$ cat src/rtl/fpnew_pkg.sv
// Shared constants, types and helpers for the slice-sharing arbiter.
// Imported by fpnew_share_id_fifo and fpnew_slice_share_arb.
package fpnew_pkg;

  localparam int unsigned MAX_SHARE_REQ = 8;
  localparam int unsigned PERF_CNT_W    = 16;

  typedef logic [PERF_CNT_W-1:0] perf_cnt_t;

  localparam perf_cnt_t PERF_CNT_MAX = '1;

  // A single requester still needs one ID bit so the FIFO has a data path.
  function automatic int unsigned share_id_width(input int unsigned num_req);
    return (num_req > 1) ? $clog2(num_req) : 1;
  endfunction

endpackage

$ cat src/rtl/fpnew_share_id_fifo.sv
// In-order requester-ID FIFO: pointer-based storage with an occupancy counter.
// Depth must be a power of two (>= 2) so the pointers wrap naturally.
module fpnew_share_id_fifo
  import fpnew_pkg::*;
#(
  parameter int unsigned Depth = 4,
  parameter int unsigned Width = 1
) (
  input  logic             clk_i,
  input  logic             rst_ni,
  input  logic             flush_i,
  input  logic             push_i,
  input  logic [Width-1:0] push_data_i,
  input  logic             pop_i,
  output logic             full_o,
  output logic             empty_o,
  output logic [Width-1:0] head_o
);

  localparam int unsigned AddrW = (Depth > 1) ? $clog2(Depth) : 1;
  localparam int unsigned CntW  = $clog2(Depth) + 1;

  logic [AddrW-1:0] wr_ptr_q, wr_ptr_d;
  logic [AddrW-1:0] rd_ptr_q, rd_ptr_d;
  logic [CntW-1:0]  cnt_q, cnt_d;
  logic [Width-1:0] mem_q [Depth];
  logic [Width-1:0] mem_d [Depth];
  logic             push_en, pop_en;

  assign full_o  = (cnt_q == CntW'(Depth));
  assign empty_o = (cnt_q == '0);
  assign head_o  = mem_q[rd_ptr_q];

  assign push_en = push_i & ~full_o;
  assign pop_en  = pop_i & ~empty_o;

  always_comb begin
    wr_ptr_d = wr_ptr_q;
    rd_ptr_d = rd_ptr_q;
    cnt_d    = cnt_q;
    if (flush_i) begin
      wr_ptr_d = '0;
      rd_ptr_d = '0;
      cnt_d    = '0;
    end else begin
      if (push_en) wr_ptr_d = wr_ptr_q + AddrW'(1);
      if (pop_en)  rd_ptr_d = rd_ptr_q + AddrW'(1);
      cnt_d = cnt_q + CntW'(push_en) - CntW'(pop_en);
    end
  end

  always_comb begin
    mem_d = mem_q;
    if (push_en) mem_d[wr_ptr_q] = push_data_i;
  end

  always_ff @(posedge clk_i or negedge rst_ni) begin
    if (!rst_ni) begin
      wr_ptr_q <= '0;
      rd_ptr_q <= '0;
      cnt_q    <= '0;
    end else begin
      wr_ptr_q <= wr_ptr_d;
      rd_ptr_q <= rd_ptr_d;
      cnt_q    <= cnt_d;
    end
  end

  // Storage is qualified by the counter, so it needs no reset.
  always_ff @(posedge clk_i) begin
    mem_q <= mem_d;
  end

endmodule

$ cat src/rtl/fpnew_slice_share_arb.sv
// Round-robin sharing of one FP opgroup slice between NumReq requesters; an ID FIFO
// steers results back in order. Define FPNEW_SHARE_ARB_PERF_EN for grant counters.
module fpnew_slice_share_arb
  import fpnew_pkg::*;
#(
  parameter int unsigned NumReq      = 2,
  parameter int unsigned MaxInflight = 4,
  parameter type         PayloadType = logic [31:0],
  parameter type         ResultType  = logic [31:0]
) (
  input  logic                        clk_i,
  input  logic                        rst_ni,
  input  logic                        flush_i,
  input  logic [NumReq-1:0]           req_valid_i,
  output logic [NumReq-1:0]           req_ready_o,
  input  PayloadType                  req_payload_i [NumReq],
  output logic                        slc_valid_o,
  input  logic                        slc_ready_i,
  output PayloadType                  slc_payload_o,
  output logic                        slc_flush_o,
  input  logic                        slc_out_valid_i,
  output logic                        slc_out_ready_o,
  input  ResultType                   slc_result_i,
  output logic [NumReq-1:0]           rsp_valid_o,
  input  logic [NumReq-1:0]           rsp_ready_i,
  output ResultType                   rsp_result_o,
  output logic                        busy_o,
  output logic [NumReq-1:0][15:0]     perf_grants_o
);

  localparam int unsigned IdW = share_id_width(NumReq);

  logic [IdW-1:0] ptr_q, ptr_d;
  logic           lock_q, lock_d;
  logic [IdW-1:0] lock_id_q, lock_id_d;

  logic [IdW-1:0] arb_id;
  logic           arb_found;
  logic [IdW-1:0] gnt_id;
  logic           gnt_valid;
  logic           issue;

  logic           fifo_full, fifo_empty, fifo_pop;
  logic [IdW-1:0] head_id;

  // Round-robin search starting at the pointer.
  always_comb begin
    int unsigned    idx;
    logic [IdW-1:0] idx_w;
    arb_id    = ptr_q;
    arb_found = 1'b0;
    for (int unsigned i = 0; i < NumReq; i++) begin
      idx   = (int'(ptr_q) + i) % NumReq;
      idx_w = IdW'(idx);
      if (!arb_found && req_valid_i[idx_w]) begin
        arb_found = 1'b1;
        arb_id    = idx_w;
      end
    end
  end

  // A stalled offer keeps its grant so the slice sees a stable payload.
  assign gnt_id    = lock_q ? lock_id_q : arb_id;
  assign gnt_valid = lock_q ? req_valid_i[lock_id_q] : arb_found;

  assign slc_valid_o   = gnt_valid & ~fifo_full & ~flush_i;
  assign slc_payload_o = req_payload_i[gnt_id];
  assign slc_flush_o   = flush_i;
  assign issue         = slc_valid_o & slc_ready_i;

  always_comb begin
    req_ready_o         = '0;
    req_ready_o[gnt_id] = issue;
  end

  always_comb begin
    ptr_d     = ptr_q;
    lock_d    = slc_valid_o & ~slc_ready_i;
    lock_id_d = gnt_id;
    if (issue) ptr_d = (gnt_id == IdW'(NumReq - 1)) ? '0 : gnt_id + IdW'(1);
  end

  always_ff @(posedge clk_i or negedge rst_ni) begin
    if (!rst_ni) begin
      ptr_q     <= '0;
      lock_q    <= 1'b0;
      lock_id_q <= '0;
    end else begin
      ptr_q     <= ptr_d;
      lock_q    <= lock_d;
      lock_id_q <= lock_id_d;
    end
  end

  fpnew_share_id_fifo #(
    .Depth (MaxInflight),
    .Width (IdW)
  ) i_id_fifo (
    .clk_i       (clk_i),
    .rst_ni      (rst_ni),
    .flush_i     (flush_i),
    .push_i      (issue),
    .push_data_i (gnt_id),
    .pop_i       (fifo_pop),
    .full_o      (fifo_full),
    .empty_o     (fifo_empty),
    .head_o      (head_id)
  );

  // Orphan results (empty FIFO) and results during flush are drained and dropped.
  always_comb begin
    rsp_valid_o = '0;
    if (slc_out_valid_i && !fifo_empty && !flush_i) rsp_valid_o[head_id] = 1'b1;
    slc_out_ready_o = (fifo_empty || flush_i) ? 1'b1 : rsp_ready_i[head_id];
  end

  assign fifo_pop     = slc_out_valid_i & slc_out_ready_o & ~flush_i;
  assign rsp_result_o = slc_result_i;
  assign busy_o       = ~fifo_empty | slc_valid_o;

`ifdef FPNEW_SHARE_ARB_PERF_EN
  perf_cnt_t [NumReq-1:0] perf_q, perf_d;

  always_comb begin
    perf_d = perf_q;
    if (issue && (perf_q[gnt_id] != PERF_CNT_MAX)) perf_d[gnt_id] = perf_q[gnt_id] + perf_cnt_t'(1);
  end

  always_ff @(posedge clk_i or negedge rst_ni) begin
    if (!rst_ni) perf_q <= '0;
    else         perf_q <= perf_d;
  end

  assign perf_grants_o = perf_q;
`else
  assign perf_grants_o = '0;
`endif

  orphan_result_a: assert property (@(posedge clk_i) disable iff (!rst_ni)
    !(slc_out_valid_i && fifo_empty && !flush_i));

endmodule

$ cat config.mk
export PLATFORM = sky130hd
export DESIGN_NAME = fpnew_slice_share_arb
export DESIGN_NICKNAME = d
export VERILOG_FILES = /design/src/rtl/fpnew_pkg.sv /design/src/rtl/fpnew_share_id_fifo.sv /design/src/rtl/fpnew_slice_share_arb.sv
export SDC_FILE = /design/constraint.sdc
export NUM_CORES = 1
export LEC_CHECK = 0
export ABC_AREA = 0
export ABC_CLOCK_PERIOD_IN_PS = 2620
export BUFFER_PORTS_ARGS = -buffer_cell sky130_fd_sc_hd__clkbuf_2
export CORE_AREA = 2 2 82 84
export CTS_CLUSTER_DIAMETER = 120
export DETAILED_ROUTE_END_ITERATION = 16
export DIE_AREA = 0 0 84 86
export MAX_ROUTING_LAYER = met4
export PLACE_DENSITY = 0.72
export SKIP_LAST_GASP = 1
export SYNTH_ARGS = -nofsm -noshare
export SYNTH_HDL_FRONTEND = slang
export SYNTH_SLANG_ARGS = --single-unit
$ cat constraint.sdc
create_clock -name clk_i -period 2.62 [get_ports clk_i]
set_input_delay 0.131 -clock clk_i [delete_from_list [all_inputs] [get_ports clk_i]]
set_output_delay 0.131 -clock clk_i [all_outputs]
set_load 0.01 [all_outputs]
## Yosys cells after proc, flatten, opt, wreduce, memory -nomap -nowiden

Cells that the tools add are included.
Widths: inputs -> output; s select.

| storage, ports and cells | value |
|---|---|
| bits in registers | 14 |
| logic and storage cells | 92 |
| output and inout port bits | 104 |

| operators by class | value |
|---|---|
| add/subtract/negate cells | 6 |
| mux-type cells | 34 |
| bitwise gates (word level) | 17 |
| eq/ne operators | 1 |
| reductions and logical operators | 13 |
| order comparisons | 11 |

Operator list:

| kind | count |
|---|---|
| $mux 32 | 3 |
| $mux 1 | 20 |
| $lt 1x2->1 const B | 5 |
| $mux 2 | 5 |
| $and 1x1->1 | 8 |
| $ge 3x3->1 const B | 2 |
| $logic_and 1x1->1 | 6 |
| $not 2->3 | 2 |
| $add 2x1->2 const B | 2 |
| $bwmux 4 | 1 |
| $not 1->1 | 4 |
| $reduce_bool 2->1 | 2 |
| $add 3x1->3 | 1 |
| $eq 3x3->1 const B | 1 |
| $logic_not 1->1 | 3 |
| $logic_not 3->1 | 1 |
| $lt 3x1->1 const B | 1 |
| $mux 3 | 1 |
| $sub 3x1->3 | 1 |
| $add 1x1->1 const B | 2 |
| $and 2x2->2 | 1 |
| $bmux 1 s2 | 1 |
| $demux 1 s1 | 2 |
| $demux 1 s2 | 1 |
| other kinds (5) | 6 |

## Depth between registers and ports, before layout

| logic depth | value |
|---|---|
| depth after elaboration | 14 |
| mapped depth | 12 |
| mapped depth without buffers | 12 |

## Hierarchy

Synthesis repeated with hierarchy kept, for this count alone.

| second synthesis, totals | value |
|---|---|
| cells, all modules | 179 |
| area, all modules | 1706.6 um^2 |

By module, submodules not included:

| module | area each (um^2) | times used | cells an instance |
|---|---|---|---|
| fpnew_slice_share_arb | 1101.1 | 1 | 127 |
| fpnew_share_id_fifo | 605.6 | 1 | 52 |

## Worst setup path before layout

OpenSTA, ideal clock, no wires.

| timing | value |
|---|---|
| path type | flip-flop to flip-flop |
| start | register lock_id_q |
| end | register i_id_fifo.cnt_q[2] |
| data arrival time | 2.276 ns |
| data required time | 2.487 ns |
| setup slack | 0.211 ns |
| setup time | 0.133 ns |
| period minus slack after synthesis | 2.409 ns |
| stages on the path, launching flop included | 11 |
| buffers on the path | 1 |
| cells stage by stage | dfrtp_1 mux2i_1 a2111oi_4 and2_1 buf_6 ha_1 inv_1 fa_1 xor2_1 xnor2_1 nor2_1 |

| between the ends | value |
|---|---|
| longest elaborated chain between the ends | 10 |

RTL lines:

| what | line | text |
|---|---|---|
| start: declaration | fpnew_slice_share_arb.sv:35 | `logic [IdW-1:0] lock_id_q, lock_id_d;` |
| start signal: assignment | fpnew_slice_share_arb.sv:91 | `lock_id_q <= lock_id_d;` |
| $mux 1 (not written as such) (2 in a row) | fpnew_slice_share_arb.sv:64 | `assign gnt_valid = lock_q ? req_valid_i[lock_id_q] : arb_found;` |
| $mux 1 | fpnew_slice_share_arb.sv:64 |  |
| $and 1x1->1 (2 in a row) | fpnew_slice_share_arb.sv:66 | `assign slc_valid_o = gnt_valid & ~fifo_full & ~flush_i;` |
| via slc_valid_o | fpnew_slice_share_arb.sv:17 | `output logic slc_valid_o,` |
| $and 1x1->1 | fpnew_slice_share_arb.sv:69 | `assign issue = slc_valid_o & slc_ready_i;` |
| $and 1x1->1 | fpnew_share_id_fifo.sv:34 | `assign push_en = push_i & ~full_o;` |
| $add 3x1->3 | fpnew_share_id_fifo.sv:48 | `cnt_d = cnt_q + CntW'(push_en) - CntW'(pop_en);` |
| $sub 3x1->3 | fpnew_share_id_fifo.sv:48 |  |
| $mux 3 | fpnew_share_id_fifo.sv:41 | `if (flush_i) begin` |
| via i_id_fifo.cnt_d[2] | fpnew_share_id_fifo.sv:25 | `logic [CntW-1:0] cnt_q, cnt_d;` |
| end signal: assignment | fpnew_share_id_fifo.sv:65 | `cnt_q <= cnt_d;` |
| end: declaration | fpnew_share_id_fifo.sv:25 |  |

The timed path passes the listed nets, and every way through them passes these cells. The select of a mux whose other input is x is not followed.
A chain may end at the register's enable or synchronous reset.

## Worst setup path after layout

| timing | value |
|---|---|
| start | register i_id_fifo.rd_ptr_q[1] |
| end | register i_id_fifo.cnt_q[2] |

| between the ends | value |
|---|---|
| longest elaborated chain between the ends | 12 |

RTL lines:

| what | line | text |
|---|---|---|
| start: declaration | fpnew_share_id_fifo.sv:24 | `logic [AddrW-1:0] rd_ptr_q, rd_ptr_d;` |
| start signal: assignment | fpnew_share_id_fifo.sv:64 | `rd_ptr_q <= rd_ptr_d;` |
| $not 2->3 (not written as such) | fpnew_share_id_fifo.sv:32 | `assign head_o = mem_q[rd_ptr_q];` |
| $bmux 1 s2 | fpnew_share_id_fifo.sv:32 |  |
| $mux 1 (not written as such) (2 in a row) | fpnew_share_id_fifo.sv:32 |  |
| $mux 1 (not written as such) (2 in a row) | fpnew_slice_share_arb.sv:114 | `slc_out_ready_o = (fifo_empty \|\| flush_i) ? 1'b1 : rsp_ready_i[head_id];` |
| $mux 1 | fpnew_slice_share_arb.sv:114 |  |
| $and 1x1->1 (2 in a row) | fpnew_slice_share_arb.sv:117 | `assign fifo_pop = slc_out_valid_i & slc_out_ready_o & ~flush_i;` |
| $and 1x1->1 | fpnew_share_id_fifo.sv:35 | `assign pop_en = pop_i & ~empty_o;` |
| $sub 3x1->3 | fpnew_share_id_fifo.sv:48 |  |
| $mux 3 | fpnew_share_id_fifo.sv:41 |  |
| via i_id_fifo.cnt_d[2] | fpnew_share_id_fifo.sv:25 |  |

The timed path passes the listed nets, and every way through them passes these cells. The select of a mux whose other input is x is not followed.

==> qor.yml <==
worst_hold_path:
  holdPathEnd: "lock_q$_DFF_PN0_"
  min_path_cells: 2
  hp-class: "primary input to flip-flop"
  min_from: "slc_ready_i"
global_routing:
  gr-usage-all-layers_pct: 11.16
  grt_pass1_wl_mm: 6.251
  grt_max_degree: 20
  grt_pass1_vias: 1342
  overflow: 0
  antenna_found_initial: 0
setup_path:
  arrival_ns: 2.66
  reg2reg_slack_ns: 0.09
  critical_path_class: "flip-flop to flip-flop"
  ff2ff_path_depth: 12
  worst_path_max_delay_cell: "dfrtp_2"
  cp-end-kind: "flip-flop"
  cp-start-kind: "flip-flop"
  r2r_end: "i_id_fifo.cnt_q[2]$_DFF_PN0_"
  crit_chain: "mux2i_4 > mux2i_2 > mux2i_1 > nor2_1 > ha_1 > inv_1 > ha_1 > inv_1 > fa_2 > xor2_1 > xnor2_1 > nor2_1"
  r2r-start: "i_id_fifo.rd_ptr_q[1]$_DFFE_PN0P_"
  required_ns: 2.75
  path_max_fanout: 4
  slowest_delay_ns: 0.45
route:
  routed-wl-met3_microns: 408
  remaining_drc_errors: 0
  first_pass_iters: 4
  drtIter0Drc: 19
  drt-total-wl_mm: 4.441
  ant_nets: 0
  m1WireLength_mm: 1.581
  routedWlPerCell_microns: 13.18
  wl_met2_mm: 2.330
  vias: 1402
  viasPerCell: 4.160
  top_layer_used: "met4"
pwr:
  total_power_mw: 1.309
  leakagePower_nw: 1.150
  p_per_area_mw_per_mm2: 619.1
  ir_drop_v: 0.0001995
logic_synthesis:
  synth_edf_count: 4
  yosysSeqAreaShare_pct: 21.37
  synthArstFlopShare_pct: 71.43
  ys_warn_count: 0
  syn_area_sq_mm: 0.001733
  yosysUniqueCellTypes: 36
  syn_area_per_cell_sq_um: 9.902
  synthFlopType: "dfrtp_1"
  synth_cells: 175
  synth-seq-cells: 14
floorplan:
  die_w_microns: 84
  coreArea_sq_mm: 0.006277
  rows: 29
  die_area_sq_mm: 0.007224
  die_y_microns: 86
  start_util_pct: 27.61
  ioPinCount: 209
timing:
  rsz0062_at_grt: "true"
  skew_ns: 0.003537
  maxClockFrequency_mhz: 395.3
  fin_ws_ns: 0.09003
  hold_violations: 0
  fin_hold_ws_ns: 0.1678
  min_period_ns: 2.530
  tns_ns: 0
  fin_crit_sh_pct: 96.56
  final-max-slew-violation-count: 0
  setup_viol: 0
clock_tree:
  root_buffer: "clkbuf_8"
  clkTransAtPathRegs_ns: 0.06
  cts_buffers: 3
  cts_buffer_depth: 2
  cts_tree: "built"
  clock_sinks: 14
  worst_skew_pair.late_latency_ns: 0.25
  ctsHtreeMaxLevel: 1
place:
  place_area_sq_mm: 0.002021
  portBuffers: 112
  dp.cells: 330
  dpl_worst_slack_ns: 0.09816
  gp_congestion: 0.7774
  dp_hpwl_mm: 3.790
run_status:
  status: "finished, final reports clean"
finish:
  utilization_pct: 33.69
  fin_nets: 373
  nFillCells: 665
  antenna_cells: 0
  fin_cells: 337
  drive_gt1_share_pct: 63.08
  syn_to_final_growth_pct: 22.02
  design_area_sq_mm: 0.002115
run:
  max_cap_viol_count: 0
## per-layer routing
metal | vias to the layer above | global-route usage (%)
li1 | 663 | -
met1 | 645 | 11.72
met2 | 77 | 19.20
met3 | 17 | 3.369
met4 | 0 | 5.425
met5 | - | -
## worst max path at each step
stage	start	endpoint	slack (ns)
CTS	i_id_fifo.rd_ptr_q[1]$_DFFE_PN0P_	i_id_fifo.cnt_q[2]$_DFF_PN0_	0.08
floorplan	lock_id_q$_DFF_PN0_	i_id_fifo.cnt_q[2]$_DFF_PN0_	0.21
global route	i_id_fifo.rd_ptr_q[1]$_DFFE_PN0P_	i_id_fifo.cnt_q[2]$_DFF_PN0_	-0.04
detailed placement	i_id_fifo.rd_ptr_q[1]$_DFFE_PN0P_	i_id_fifo.cnt_q[2]$_DFF_PN0_	0.1
finish	i_id_fifo.rd_ptr_q[1]$_DFFE_PN0P_	i_id_fifo.cnt_q[2]$_DFF_PN0_	0.09
global placement	i_id_fifo.rd_ptr_q[1]$_DFFE_PN0P_	i_id_fifo.cnt_q[2]$_DFF_PN0_	0.17
## flip-flops by register name (all words and copies together) (netlist names)
| signal | count |
|---|---|
| i_id_fifo.wr_ptr_q | 2 |
| i_id_fifo.rd_ptr_q | 2 |
| lock_q | 1 |
| ptr_q | 1 |
| i_id_fifo.cnt_q | 3 |
| i_id_fifo.mem_q | 4 |
| lock_id_q | 1 |
## cells in the mapped netlist, drive strengths merged (2+ instances only)
| master | number | area share (%) |
|---|---|---|
| nand3 | 3 | 0.87 |
| buf | 69 | 30 |
| mux2 | 34 | 22 |
| and3 | 4 | 1.7 |
| edfxtp | 4 | 6.9 |
| ha | 6 | 4.3 |
| and2 | 2 | 0.72 |
| nor2b | 3 | 1.1 |
| inv | 9 | 1.9 |
| nor2 | 5 | 1.1 |
| dfrtp | 10 | 14 |
| mux2i | 8 | 5.3 |
## worst max-delay path, delay by kind of cell (launching register included)
| kind | cells | cell delay [ns] |
|---|---|---|
| adder cells (fa/ha/maj) | 3 | 0.73 |
| multiplexers | 3 | 0.70 |
| flip-flops | 1 | 0.45 |
| XOR/XNOR | 2 | 0.31 |
| AND/OR/NAND/NOR | 2 | 0.12 |
| buffers and inverters | 2 | 0.11 |
## power by group
group | total (mW) | internal [mW] | switching (mW)
Sequential | 0.315 | 0.275 | 0.0402
Clock | 0.183 | 0.108 | 0.0753
Combinational | 0.811 | 0.413 | 0.398
## placed cells by master (no fill, tap or decap), types with 2 or more instances in the layout
| cell | Yosys | final |
|---|---|---|
| clkbuf_2 | 0 | 112 |
| conb_1 | 1 | 32 |
| mux2_2 | 31 | 31 |
| inv_1 | 9 | 9 |
| dfrtp_1 | 10 | 9 |
| buf_4 | 67 | 7 |
| ha_1 | 6 | 6 |
| nor2_1 | 5 | 5 |
| mux2i_1 | 7 | 4 |
| edfxtp_1 | 4 | 4 |
| and3_2 | 3 | 3 |
| nand3_1 | 3 | 3 |
| nor2b_1 | 3 | 3 |
| clkbuf_8 | 0 | 3 |
| mux2i_4 | 1 | 2 |
| mux2_1 | 2 | 2 |
| and2_1 | 2 | 2 |
| mux2i_2 | 0 | 2 |
## cell type report
class	instances	area [sq um]	share of cell area (%)
Tap cell	77	96.34	4.556
Sequential cell	14	371.6	17.57
Inverter	9	33.78	1.598
Timing Repair Buffer	120	623.1	29.47
Clock buffer	4	45.04	2.130
Multi-Input combinational cell	113	944.7	44.67
## cell families (layout without fill, tap and decap cells)
kind of cell | after synthesis | count (layout) | share of synthesized area, %
adder cells (fa/ha/maj) | 8 | 8 | 6.065
XOR/XNOR | 2 | 2 | 1.011
flip-flops | 14 | 14 | 21.37
buffers and inverters | 79 | 133 | 32.13
AO/OA/AOI/OAI | 8 | 8 | 4.693
multiplexers | 42 | 42 | 27.65
AND/OR/NAND/NOR | 21 | 21 | 6.860
other | 1 | 32 | 0.2164
## what timing repair did
action	4_1_cts	5_1_grt
hold endpoints to repair	10	0
setup buffers	0	2
gates resized for setup	0	6
setup endpoints to repair	0	1
hold buffers	1	0
(Power assumes the default switching activity.)
